==> src/rtl/dcnn_io_pkg.sv <==
// Shared types and default widths for the DCNN IO path.
// Used by the RAM block-load controller.
package dcnn_io_pkg;

  localparam int DEF_DATA_W = 16;
  localparam int DEF_ADDR_W = 16;
  localparam int DEF_CNT_W  = 16;

  typedef enum logic [1:0] {
    IDLE = 2'd0,
    LOAD = 2'd1,
    DONE = 2'd2
  } load_state_t;

endpackage

==> src/rtl/load_addr_counter.sv <==
// Loadable RAM address incrementer plus remaining-word down-counter.
// o_last flags the final word of the block.
module load_addr_counter #(
  parameter int ADDR_W = 16,
  parameter int CNT_W  = 16
) (
  input  logic              clk,
  input  logic              rst,
  input  logic              i_load,
  input  logic              i_step,
  input  logic [ADDR_W-1:0] i_base,
  input  logic [CNT_W-1:0]  i_count,
  output logic [ADDR_W-1:0] o_addr,
  output logic              o_last
);

  logic [ADDR_W-1:0] r_addr;
  logic [CNT_W-1:0]  r_rem;

  always_ff @(posedge clk or posedge rst) begin
    if (rst) begin
      r_addr <= '0;
      r_rem  <= '0;
    end else if (i_load) begin
      r_addr <= i_base;
      r_rem  <= i_count;
    end else if (i_step) begin
      r_addr <= r_addr + ADDR_W'(1);
      r_rem  <= r_rem - CNT_W'(1);
    end
  end

  assign o_addr = r_addr;
  assign o_last = (r_rem == CNT_W'(1));

endmodule

==> src/rtl/file_load_ctrl.sv <==
// Block-load sequencer: streams captured words into RAM at
// consecutive addresses starting at a commanded base.
module file_load_ctrl #(
  parameter int DATA_W = dcnn_io_pkg::DEF_DATA_W,
  parameter int ADDR_W = dcnn_io_pkg::DEF_ADDR_W,
  parameter int CNT_W  = dcnn_io_pkg::DEF_CNT_W
) (
  input  logic              clk,
  input  logic              RST,
  input  logic              start,
  input  logic [ADDR_W-1:0] ramBase,
  input  logic [CNT_W-1:0]  wordCount,
  input  logic              abort,
  input  logic              capture_valid,
  input  logic [DATA_W-1:0] captured_data,
  output logic              capture_ready,
  output logic              write,
  output logic [ADDR_W-1:0] ramAddress,
  output logic [DATA_W-1:0] ramData,
  output logic              busy,
  output logic              done,
  output logic              err
);

  import dcnn_io_pkg::*;

  localparam int SW = (ADDR_W > CNT_W ? ADDR_W : CNT_W) + 1;

  load_state_t       r_state;
  logic              r_write;
  logic [ADDR_W-1:0] r_addr;
  logic [DATA_W-1:0] r_data;
  logic              r_busy;
  logic              r_done;
  logic              r_err;

  logic [SW-1:0]     w_sum;
  logic              w_over;
  logic              w_zero;
  logic              w_accept;
  logic              w_xfer;
  logic              w_step;
  logic [ADDR_W-1:0] w_addr;
  logic              w_last;

  // Widened sum so a block ending exactly at the top address is legal.
  assign w_sum    = SW'(ramBase) + SW'(wordCount);
  assign w_over   = w_sum > (SW'(1) << ADDR_W);
  assign w_zero   = (wordCount == '0);
  assign w_accept = (r_state == IDLE) && start && !w_zero && !w_over;

  assign capture_ready = (r_state == LOAD);
  assign w_xfer = capture_valid && capture_ready;
  assign w_step = w_xfer && !abort;

  load_addr_counter #(
    .ADDR_W (ADDR_W),
    .CNT_W  (CNT_W)
  ) u_cnt (
    .clk     (clk),
    .rst     (RST),
    .i_load  (w_accept),
    .i_step  (w_step),
    .i_base  (ramBase),
    .i_count (wordCount),
    .o_addr  (w_addr),
    .o_last  (w_last)
  );

  always_ff @(posedge clk or posedge RST) begin
    if (RST) begin
      r_state <= IDLE;
      r_write <= 1'b0;
      r_addr  <= '0;
      r_data  <= '0;
      r_busy  <= 1'b0;
      r_done  <= 1'b0;
      r_err   <= 1'b0;
    end else begin
      r_write <= 1'b0;
      r_done  <= 1'b0;
      r_err   <= 1'b0;
      case (r_state)
        IDLE: begin
          if (start) begin
            unique case (1'b1)
              w_zero: r_done <= 1'b1;
              w_over: r_err  <= 1'b1;
              default: begin
                r_state <= LOAD;
                r_busy  <= 1'b1;
              end
            endcase
          end
        end
        LOAD: begin
          if (abort) begin
            r_state <= IDLE;
            r_busy  <= 1'b0;
            r_err   <= 1'b1;
          end else if (w_xfer) begin
            r_write <= 1'b1;
            r_addr  <= w_addr;
            r_data  <= captured_data;
            if (w_last) begin
              r_state <= DONE;
              r_busy  <= 1'b0;
              r_done  <= 1'b1;
            end
          end
        end
        DONE: r_state <= IDLE;
        default: begin
          r_state <= IDLE;
          r_busy  <= 1'b0;
        end
      endcase
    end
  end

  assign write      = r_write;
  assign ramAddress = r_addr;
  assign ramData    = r_data;
  assign busy       = r_busy;
  assign done       = r_done;
  assign err        = r_err;

endmodule
==> config.mk <==
export PLATFORM = sky130hd
export DESIGN_NAME = file_load_ctrl
export DESIGN_NICKNAME = d
export VERILOG_FILES = /design/src/rtl/dcnn_io_pkg.sv /design/src/rtl/load_addr_counter.sv /design/src/rtl/file_load_ctrl.sv
export SDC_FILE = /design/constraint.sdc
export NUM_CORES = 1
export LEC_CHECK = 0
export ABC_AREA = 1
export CAP_MARGIN = 20
export CELL_PAD_IN_SITES_DETAIL_PLACEMENT = 0
export CELL_PAD_IN_SITES_GLOBAL_PLACEMENT = 1
export CORE_MARGIN = 10
export CORE_UTILIZATION = 35
export CTS_CLUSTER_SIZE = 10
export DETAILED_ROUTE_END_ITERATION = 7
export PLACE_DENSITY_LB_ADDON = 0.08
export SKIP_LAST_GASP = 1
export SYNTH_ARGS = -nofsm -noshare
export SYNTH_HDL_FRONTEND = slang
export SYNTH_SLANG_ARGS = --single-unit
==> constraint.sdc <==
create_clock -name clk -period 3 [get_ports clk]
set_clock_uncertainty 0.2 [all_clocks]
set_input_delay 0.6 -clock clk [delete_from_list [all_inputs] [get_ports clk]]
set_output_delay 0.6 -clock clk [all_outputs]
set_load 0.1 [all_outputs]
==> results by group, run 1 <==
Setup path
  – CP Launch Type: input port
  – WS Path Type: input port to flip-flop
  – Worst EP arrival: 2.89 ns
  – Worst-path fanout max: 27
  – CP Capture Type: flip-flop
  – Worst Path Required: approximately 3 ns

Clocking
  – Clock root cell: clkbuf_16
  – # hold bufs at CTS: 0
  – Total clock sinks: 70
  – Clock transition at the registers of the reported paths: around 0.060 ns
  – Total CTS buffers: 9
  – CTS tree: yes
  – Clock Path Buffers: 2
  – Htree depth: 3
  – Clk_lat worst skew: 0.34 ns

GRT
  – GRT Overall Usage: between 10% and 20%
  – First-pass GRT wire length: 23.0 mm
  – Number of global-route vias before repair: between 4000 and 5000
  – Initial antenna violation count: 0
  – Largest net degree at the start of global routing: 71
  – Congestion Overflow GR: 0

STA
  – Clock period minus worst slack: 2.87 ns
  – Worst slew margin: 68.6%
  – Setup ws final: roughly 0.13 ns
  – Final period util: between 90% and 100%
  – Post-route setup TNS: 0 ns
  – Slew @ Worst Pin: approximately 0.47 ns
  – Final hold vios: 0
  – # setup viols final: 0
  – Max-slew violations: 0
  – Achievable frequency: 349 MHz
  – RSZ-0062 raised after global routing: yes

Die
  – Initial Util: between 30% and 40%
  – Core area: between 10000 and 15000 um2
  – # IOs: 90
  – Die H: about 140 um
  – Cell row count: 42
  – Die width: roughly 140 um
  – Die Footprint: between 15000 and 20000 um2

Synthesis
  – Yosys reg bits: 70
  – Unique masters post-synth: 32
  – Synth Net Count: 766
  – Post-synth EDFFs: 0
  – Synthesized area: around 4700 um2
  – Seq/Total Area, Yosys: a little under two fifths
  – Top FF cell, synth: dfrtp_1
  – Post-synthesis cell count: 693
  – Avg Synthesized Cell Area: 6.79 um2
  – Warnings, synthesis: 0
  – Post-synth ARST share: 100%

Placed design
  – Placed Instance Area: about 6000 um2
  – I/O Buffers: between 80 and 90
  – DPL Wire Length: around 11 mm
  – Gpl congestion: between 0.8 and 0.9
  – Pre-CTS setup slack: -0.688 ns

Routing
  – Final wirelength: roughly 14 mm
  – DRC viols: 0
  – Via count: about 4700
  – Drt pass-1 iters: 4
  – DR vias/cell: between 4 and 5
  – Routed len/inst: 13.9 um
  – Initial DRC Count: 310
  – Antenna-violating nets left: 0

Layout
  – # nets final: between 900 and 1000
  – Final Cell Area: ~6800 um2
  – Layout area overhead: 43.6%
  – Share of cells above drive strength 1: 19.9%
  – Antenna cells: 0
  – Final core occ: about half

Pwr
  – Final Power: between 0.005 and 0.006 W
  – Static leakage power: ~3.7 nW
  – Power Density: 848 nW/um2
  – Max VDD drop: 0.295 mV

Hold path
  – Hold Crit Class: flip-flop to flip-flop

Run status
  – Status: finished clean

Job
  – Max cap viols: 0
cells by family (layout without fill, tap and decap cells):
kind of cell	count (synthesis)	in the layout	synth area share [%]
simple gates	407	407	36.3
buf+inv	121	271	10.3
compound gates	51	51	6.20
fa+ha+maj	20	20	5.48
flops	70	70	37.3
xor+xnor	23	23	4.28
mux	1	1	0.213
worst max-delay path: stages:
cell and delay, ns:
dlygate4sd2_1 0.30, fa_2 0.46, or2_2 0.28, a21oi_1 0.12
nand2_1 0.07, nor2_2 0.09, nand3_1 0.09, nor2_1 0.10
nand2_1 0.10, o21bai_4 0.18, nand2_4 0.12, buf_12 0.18
o21ai_0 0.15, inv_1 0.05
synth_stat cells (all sizes together), types with 4 or more instances:
master / number / share of area [%]
nor2: 47 / 3.8
a21oi: 16 / 1.7
nand2: 269 / 22
buf: 11 / 1.5
dfrtp: 70 / 37
clkbuf: 9 / 0.72
xor2: 19 / 3.5
nand4: 6 / 0.80
xnor2: 4 / 0.75
o21ai: 31 / 3.5
nor4: 4 / 0.53
nand3: 54 / 5.7
nor3: 6 / 0.64
or2: 4 / 0.53
inv: 101 / 8.1
ha: 19 / 5.1
nand3b: 13 / 2.1
layout make-up:
class | count | area, um2
clock inverter | 7 | 105
clock buffer | 9 | 225
inverter | 101 | 379
sequential | 70 | 1750
multi-input combinational | 502 | 2690
tap | 176 | 220
fill | 1331 | 6440
timing repair buffer | 154 | 1380
layout by cell type (no fill, tap or decap), types with 2 or more instances in the layout:
| cell | count |
|---|---|
| clkbuf_16 | 10 |
| o21ai_1 | 5 |
| clkbuf_2 | 3 |
| inv_6 | 2 |
| nor4_1 | 4 |
| inv_1 | 98 |
| or2_2 | 2 |
| buf_12 | 2 |
| nand2_1 | 260 |
| a21oi_2 | 4 |
| nor3_1 | 6 |
| ha_4 | 12 |
| xor2_1 | 19 |
| nor2_1 | 39 |
| nor2_2 | 7 |
| dfrtp_1 | 70 |
| nand3b_1 | 13 |
| dlymetal6s2s_1 | 22 |
| dlygate4sd2_1 | 3 |
| bufinv_16 | 2 |
| inv_2 | 3 |
| o21ai_0 | 22 |
| a21oi_1 | 12 |
| xnor2_1 | 4 |
| ha_1 | 6 |
| o21ai_2 | 4 |
| and2_1 | 3 |
| buf_4 | 96 |
| nand2_2 | 8 |
| nand3_1 | 54 |
| nand4_1 | 6 |
| clkdlybuf4s50_1 | 24 |
| buf_6 | 2 |
registers in the layout, indices dropped and copies added (netlist names):
signal,cells
u_cnt.r_rem,16
ramData,16
done,1
err,1
u_cnt.o_addr,16
busy,1
r_state,2
write,1
ramAddress,16
per-layer routing:
layer / track usage (%) / vias up / part of all wire [%] / wire (um)
li1: - / 2448 / - / -
met1: 19.5 / 2113 / 46 / 6510
met2: 24.5 / 97 / 47 / 6600
met3: 4.43 / 17 / 5.9 / 829
met4: 4.97 / 0 / 1.5 / 219
met5: 0 / - / 0 / 0
worst paths after layout:
kind                                        startpoint                      endpoint  slack (ns)  cells after the start
setup / recovery                          wordCount[1]   u_cnt.o_addr[2]$_DFFE_PP0P_        0.13                     14
hold / removal                 ramData[15]$_DFFE_PP0P_       ramData[15]$_DFFE_PP0P_        0.27                      2
setup reg to reg           u_cnt.o_addr[0]$_DFFE_PP0P_  u_cnt.o_addr[13]$_DFFE_PP0P_        0.77                     12
hold reg to reg                ramData[15]$_DFFE_PP0P_       ramData[15]$_DFFE_PP0P_        0.27                      2
max in group asynchronous                          RST   u_cnt.r_rem[15]$_DFFE_PP0P_        1.84                      3
min in group asynchronous                          RST    ramAddress[15]$_DFFE_PP0P_        0.47                      3
per-stage QoR:
step	std cells	hold WS [ns]
floorplan	693	0.271
global placement	999	0.255
detailed placement	999	0.262
CTS	1015	0.277
global route	1019	0.303
finish	1019	0.273
report_power, final:
group          internal, W  switching, W
Combinational     0.000793       0.00220
Clock             0.000740      0.000436
Sequential         0.00129      0.000260
repair_timing:
item | 4_1_cts | 5_1_grt
setup buffers | 0 | 3
pin swaps | 2 | 4
gates cloned | 0 | 1
gates resized for setup | 16 | 65
endpoints found under the setup margin | 35 | 35
Power figures use the tool's default switching activity.
==> run 2, diff against run 1 <==
--- a/config.mk
+++ b/config.mk
@@ -11,8 +11,8 @@
 export CELL_PAD_IN_SITES_GLOBAL_PLACEMENT = 1
 export CORE_MARGIN = 10
 export CORE_UTILIZATION = 35
-export CTS_CLUSTER_SIZE = 10
 export DETAILED_ROUTE_END_ITERATION = 7
+export GPL_TIMING_DRIVEN = 0
 export PLACE_DENSITY_LB_ADDON = 0.08
 export SKIP_LAST_GASP = 1
 export SYNTH_ARGS = -nofsm -noshare
==> run 2 against run 1 <==
Sequential share of layout area up 1.4 points. Setup slack gained 0.020 ns. Combinational power hardly changed. Flip-flop and latch count unchanged. Cell area fell by 5.0%. Clock-buffer cell count grew 1. Power shrank 1.3%. Via count shrank 2.5%. Critical path type unchanged. Largest power group unchanged.
==> results by group, run 2 (synthesis results as in run 1) <==
Clocking
  – # hold bufs at CTS: 0 (unchanged)
  – CTS tree: yes (unchanged)
  – Htree depth: 3 (unchanged)
  – Clock transition at the registers of the reported paths: 0.05 ns (was 0.06 ns)
  – Total clock sinks: 70 (unchanged)
  – Clock root cell: clkbuf_16 (unchanged)
  – Total CTS buffers: 9 (unchanged)
  – Clk_lat worst skew: 0.34 ns (about the same)
  – Clock Path Buffers: 2 (unchanged)

Setup path
  – Worst-path fanout max: 10 (was 27)
  – CP cell instances: buf_4 > ha_4 > fa_2 > or2_4 > a21oi_2 > nand2_1 > nor2_1 > nand3_1 > nor2_1 > nand2_1 > o21bai_4 > nand2_4 > buf_8 > buf_8 > o21ai_2 > inv_1 (was dlygate4sd2_1 > fa_2 > or2_2 > a21oi_1 > nand2_1 > nor2_2 > nand3_1 > nor2_1 > nand2_1 > o21bai_4 > nand2_4 > buf_12 > o21ai_0 > inv_1)
  – Crit-path max cell delay: 0.43 ns (was 0.46 ns)
  – CP Launch Type: input port (unchanged)
  – CP max-delay cell: fa_2 (unchanged)
  – Worst Path Required: 3.02 ns (was 3.03 ns)
  – Worst EP arrival: 2.87 ns (was 2.89 ns)
  – CP Capture Type: flip-flop (unchanged)
  – WS Path Type: input port to flip-flop (unchanged)

STA
  – Clock period minus worst slack: 2.84 ns (was 2.87 ns)
  – Fin Hold WS: 0.265 ns (was 0.273 ns)
  – Slew @ Worst Pin: 0.993 ns (was 0.466 ns)
  – Achievable frequency: 351 MHz (was 349 MHz)
  – Final period util: 94.8% (was 95.5%)
  – # setup viols final: 0 (unchanged)
  – Setup ws final: 0.155 ns (was 0.135 ns)
  – Max-slew violations: 0 (unchanged)
  – Worst slew margin: 33.6% (was 68.6%)
  – Final hold vios: 0 (unchanged)
  – Post-route setup TNS: 0 ns (unchanged)

Die
  – # IOs: 90 (unchanged)
  – Initial Util: 35.6% (unchanged)
  – Die Footprint: 18500 um2 (unchanged)
  – Core area: 13200 um2 (unchanged)
  – Die width: 136 um (unchanged)
  – Cell row count: 42 (unchanged)
  – Die H: 136 um (unchanged)

Routing
  – Initial DRC Count: 311 (was 310)
  – Via count: 4559 (was 4675)
  – DR vias/cell: 4.67 (was 4.59)
  – DRC viols: 0 (unchanged)
  – Antenna-violating nets left: 0 (unchanged)
  – Routed len/inst: 14.5 um (was 13.9 um)
  – Final wirelength: 14.1 mm (was 14.2 mm)
  – Drt pass-1 iters: 4 (unchanged)

Layout
  – Commonest non-fill, non-tap cell in the layout: nand2_1 (unchanged)
  – Non-Filler Instances: 977 (was 1019)
  – # nets final: 870 (was 911)
  – Antenna cells: 0 (unchanged)
  – Final core occ: 48.6% (was 51.2%)
  – Layout area overhead: 36.3% (was 43.6%)
  – Share of cells above drive strength 1: 8.99% (was 19.9%)
  – Most frequent cells in the layout: nand2_1, inv_1, dfrtp_1 (was nand2_1, inv_1, buf_4)

Placed design
  – I/O Buffers: 89 (unchanged)
  – DPL Wire Length: 11.1 mm (was 11.2 mm)
  – Pre-CTS setup slack: -1.14 ns (was -0.688 ns)
  – Inst Count DP: 958 (was 999)
  – Gpl congestion: 0.858 (was 0.856)

Pwr
  – Combinational Power Share: 52.9% (was 52.3%)
  – Power Density: 881 nW/um2 (was 848 nW/um2)
  – Max VDD drop: 0.337 mV (was 0.295 mV)
  – Pint: 0.00282 W (was 0.00283 W)
  – Sw power: 0.00283 W (was 0.00289 W)
  – Switch share: 50.1% (was 50.6%)
  – Power share of the sequential group: 27.3% (was 27.2%)
  – Static leakage power: 3.31 nW (was 3.71 nW)
  – Clock network fraction of total power: 19.8% (was 20.6%)

Run status
  – Status: finished clean (unchanged)

GRT
  – First-pass GRT wire length: 23.0 mm (about the same)
  – Congestion Overflow GR: 0 (unchanged)
  – Initial antenna violation count: 0 (unchanged)
  – Number of global-route vias before repair: 4462 (was 4609)
  – GRT Overall Usage: 15.5% (was 15.4%)
  – Largest net degree at the start of global routing: 71 (unchanged)

Hold path
  – Hold Crit Class: flip-flop to flip-flop (unchanged)

Job
  – Max cap viols: 0 (unchanged)
==> run 2: changes by cell type in the layout (fill, tap and decap cells not counted), sizes merged <==
cell and delta:
clkinv +1, dlygate4sd2 +11, clkdlybuf4s50 +36, dlymetal6s2s -12
inv -3, clkbuf +9, buf -84
==> run 2: stage by stage <==
step / cell area (um2) / total power (W)
after global placement: 5820 / 0.00448
after floorplan: 4700 / 0.00375
after detailed placement: 5820 / 0.00450
after CTS: 6310 / 0.00568
final: 6410 / 0.00565
after global routing: 6410 / 0.00600
==> run 2: repair_timing <==
action                                  in CTS  in global routing
endpoints found under the hold margin        0                  0
buffers inserted                             3                  1
resized for setup                           49                 43
endpoints found under the setup margin      35                 35
pin swaps                                    3                  9
==> run 2: final timing paths <==
check	from	to	slack [ns]	depth (start not counted)
max reg2reg	r_state[0]$_DFFE_PP0P_	ramData[15]$_DFFE_PP0P_	0.60	11
max in group asynchronous	RST	u_cnt.o_addr[2]$_DFFE_PP0P_	1.45	2
min reg2reg	ramData[9]$_DFFE_PP0P_	ramData[9]$_DFFE_PP0P_	0.27	2
min in group asynchronous	RST	ramData[6]$_DFFE_PP0P_	0.60	2
min	ramData[9]$_DFFE_PP0P_	ramData[9]$_DFFE_PP0P_	0.27	2
max	wordCount[0]	u_cnt.r_rem[0]$_DFFE_PP0P_	0.16	16
==> run 2: per-layer routing <==
metal  share of wire [%]  vias up  GRT usage (%)
met5                   0        -              0
met4                0.75        0           3.14
met3                 5.4        9           3.99
met2                  47       88           24.9
met1                  47     2099           20.4
li1                    -     2363              -
==> run 2: power groups by stage <==
| stage | Combinational (W) | Clock, W | Sequential [W] |
|---|---|---|---|
| floorplan | 0.000857 | 0 | 0.00289 |
| global placement | 0.00293 | 0 | 0.00155 |
| detailed placement | 0.00295 | 0 | 0.00156 |
| global route | 0.00321 | 0.00119 | 0.00159 |
| CTS | 0.00299 | 0.00115 | 0.00154 |
| finish | 0.00299 | 0.00112 | 0.00154 |
==> run 2: cell type report <==
| type | instances | area [um2] |
|---|---|---|
| multi-input combinational | 502 | 2700 |
| timing repair buffer | 93 | 918 |
| buffer | 20 | 128 |
| clock inverter | 5 | 85.1 |
| fill | 1370 | 6780 |
| inverter | 101 | 382 |
| tap | 176 | 220 |
| clock buffer | 10 | 229 |
| sequential | 70 | 1750 |
==> run 2: critical path: cells and delay by family <==
| family | cells | cell delay, ns |
|---|---|---|
| adders and majority gates | 2 | 0.60 |
| and+or+nand+nor | 7 | 0.78 |
| buffers and inverters | 4 | 0.49 |
| AOI/OAI and AO/OA | 3 | 0.40 |
==> run 3, diff against run 2 <==
--- a/config.mk
+++ b/config.mk
@@ -12,7 +12,9 @@
 export CORE_MARGIN = 10
 export CORE_UTILIZATION = 35
 export DETAILED_ROUTE_END_ITERATION = 7
+export DONT_BUFFER_PORTS = 1
 export GPL_TIMING_DRIVEN = 0
+export HOLD_SLACK_MARGIN = 0.03
 export PLACE_DENSITY_LB_ADDON = 0.08
 export SKIP_LAST_GASP = 1
 export SYNTH_ARGS = -nofsm -noshare
==> run 3 against run 2 <==
Global-route usage barely moved. Sequential power grew 92%. Highest routed layer unchanged. Largest power group is now registers. Clock-buffer cell count rose by 3. Fmax increased by 1.2%. Routed wire length shrank 0.16%. Non-clock buffer count decreased by 91. Cell area fell by 18%. Flip-flop and latch count unchanged. Setup slack improved by 0.033 ns. Sequential share of layout area grew 5.8 points. Register-to-register slack worse by 0.35 ns. Power is 9.5% lower.
==> results by group, run 3 (synthesis results as in run 1) <==
Clocking
  – Htree depth: 3 (unchanged)
  – Total clock sinks: 70 (unchanged)
  – Clock root cell: clkbuf_16 (unchanged)
  – Clock transition at the registers of the reported paths: 0.06 ns (was 0.05 ns)
  – Clock Path Buffers: 2 (unchanged)
  – CTS tree: yes (unchanged)
  – Total CTS buffers: 9 (unchanged)
  – # hold bufs at CTS: 0 (unchanged)
  – Clk_lat worst skew: 0.34 ns (about the same)

Setup path
  – Worst Path Required: 3.03 ns (was 3.02 ns)
  – CP Launch Type: input port (unchanged)
  – Flop2flop setup slack: 0.25 ns (was 0.60 ns)
  – CP Capture Type: flip-flop (unchanged)
  – Worst-path fanout max: 10 (unchanged)
  – Worst EP arrival: 2.84 ns (was 2.87 ns)
  – FF-to-FF Start: r_state[0]$_DFFE_PP0P_ (unchanged)
  – Reg-to-reg endpoint: u_cnt.o_addr[5]$_DFFE_PP0P_ (was ramData[15]$_DFFE_PP0P_)
  – R2R cell count: 13 (was 11)
  – WS Path Type: input port to flip-flop (unchanged)

Die
  – Cell row count: 42 (unchanged)
  – Die Footprint: 18500 um2 (unchanged)
  – Core area: 13200 um2 (unchanged)
  – Initial Util: 35.6% (unchanged)
  – Die width: 136 um (unchanged)
  – Die H: 136 um (unchanged)
  – # IOs: 90 (unchanged)

STA
  – Max-slew violations: 0 (unchanged)
  – # setup viols final: 0 (unchanged)
  – Setup ws final: 0.188 ns (was 0.155 ns)
  – Slew @ Worst Pin: 0.931 ns (was 0.993 ns)
  – Clock period minus worst slack: 2.81 ns (was 2.84 ns)
  – Final hold vios: 0 (unchanged)
  – Achievable frequency: 356 MHz (was 351 MHz)
  – Worst slew margin: 37.9% (was 33.6%)
  – RSZ-0062 raised after global routing: yes
  – Final period util: 93.7% (was 94.8%)

Layout
  – # nets final: 779 (was 870)
  – Share of cells above drive strength 1: 5.91% (was 8.99%)
  – Antenna cells: 0 (unchanged)
  – Most frequent cells in the layout: nand2_1, inv_1, dfrtp_1 (unchanged)
  – Layout area overhead: 12.3% (was 36.3%)
  – Filler instances: 1423 (was 1370)
  – Commonest non-fill, non-tap cell in the layout: nand2_1 (unchanged)
  – Multi-input logic area: 2490 um2 (was 2700 um2)
  – Register cell area after layout: 1750 um2 (unchanged)
  – Final Cell Area: 5280 um2 (was 6410 um2)
  – Final core occ: 40.0% (was 48.6%)

Job
  – Max cap viols: 0 (unchanged)

Run status
  – Status: finished clean (unchanged)

Routing
  – DRC viols: 0 (unchanged)
  – Initial DRC Count: 252 (was 311)
  – Drt pass-1 iters: 5 (was 4)
  – Via count: 4185 (was 4559)
  – Antenna-violating nets left: 0 (unchanged)
  – DR vias/cell: 4.72 (was 4.67)
  – Routed len/inst: 15.9 um (was 14.5 um)
  – Final wirelength: 14.1 mm (about the same)

Hold path
  – Hold Crit Class: input port to asynchronous set/reset pin (was flip-flop to flip-flop)

GRT
  – Initial antenna violation count: 0 (unchanged)
  – Number of global-route vias before repair: 4091 (was 4462)
  – Largest net degree at the start of global routing: 71 (unchanged)
  – GRT Overall Usage: 15.4% (was 15.5%)
  – Congestion Overflow GR: 0 (unchanged)
  – First-pass GRT wire length: 22.4 mm (was 23.0 mm)

Pwr
  – Power Density: 968 nW/um2 (was 881 nW/um2)
  – Static leakage power: 2.84 nW (was 3.31 nW)
  – Max VDD drop: 0.321 mV (was 0.337 mV)

Placed design
  – DPL Wire Length: 11.2 mm (was 11.1 mm)
  – Pre-CTS setup slack: -0.469 ns (was -1.14 ns)
  – Gpl congestion: 0.837 (was 0.858)
  – I/O Buffers: 0 (was 89)
  – Placed Instance Area: 4930 um2 (was 5820 um2)
## run 3: area by class of cell
cell class	count	area share [%]
buffer	20	2.32
clock buffer	13	4.93
clock inverter	3	0.805
inverter	101	7.22
multi-input combinational	502	47.1
sequential	70	33.2
tap	176	4.17
timing repair buffer	2	0.284
## run 3: timing repair
item,4_1_cts,5_1_grt
setup buffers,2,0
endpoints found under the setup margin,46,45
gates resized for setup,2,17
pin swaps,1,2
cloned,0,0
## run 3: power breakdown
group | switching (W) | internal [W]
registers | 0.00169 | 0.00126
logic | 0.000662 | 0.000415
clock network | 0.000393 | 0.000688
total | 0.00275 | 0.00236
## run 3: stage by stage
step | hold slack, ns | TNS (ns) | cells | total power, W
after global placement | 0.293 | -41.30 | 869 | 0.00402
final | 0.126 | 0 | 887 | 0.00511
after CTS | 0.159 | 0 | 887 | 0.00516
after floorplan | 0.271 | 0 | 693 | 0.00375
after global routing | 0.163 | -0.0364 | 887 | 0.00544
after detailed placement | 0.294 | -14.90 | 869 | 0.00405
## run 3: worst max-delay path, stage by stage
cell	delay, ns
ha_4	0.14
fa_2	0.43
or2_2	0.28
a21oi_1	0.12
nand2_1	0.07
nor2_1	0.13
nand3_1	0.09
nor2_1	0.10
nand2_1	0.10
o21bai_4	0.20
nand2_4	0.09
buf_6	0.18
buf_6	0.15
o21ai_2	0.11
inv_1	0.05
## run 3: how the worst max path moves through the flow
| stage | start | endpoint | slack (ns) | cells after the start |
|---|---|---|---|---|
| after CTS | ramBase[0] | u_cnt.r_rem[7]$_DFFE_PP0P_ | 0.02 | 14 |
| after global routing | r_state[0]$_DFFE_PP0P_ | ramAddress[15]$_DFFE_PP0P_ | -0.02 | 11 |
| after floorplan | ramBase[0] | u_cnt.r_rem[0]$_DFFE_PP0P_ | 0.002 | 15 |
| after detailed placement | ramBase[0] | u_cnt.r_rem[7]$_DFFE_PP0P_ | -0.47 | 14 |
| after global placement | ramBase[0] | u_cnt.o_addr[3]$_DFFE_PP0P_ | -0.42 | 14 |
| final | ramBase[0] | u_cnt.r_rem[0]$_DFFE_PP0P_ | 0.19 | 15 |
## run 3: layer usage
layer,vias up,GRT usage (%),wire length (um)
li1,2173,-,-
met5,-,0,0
met2,121,24.7,6370
met4,0,3.73,122
met3,7,5.13,1080
met1,1884,19.7,6540
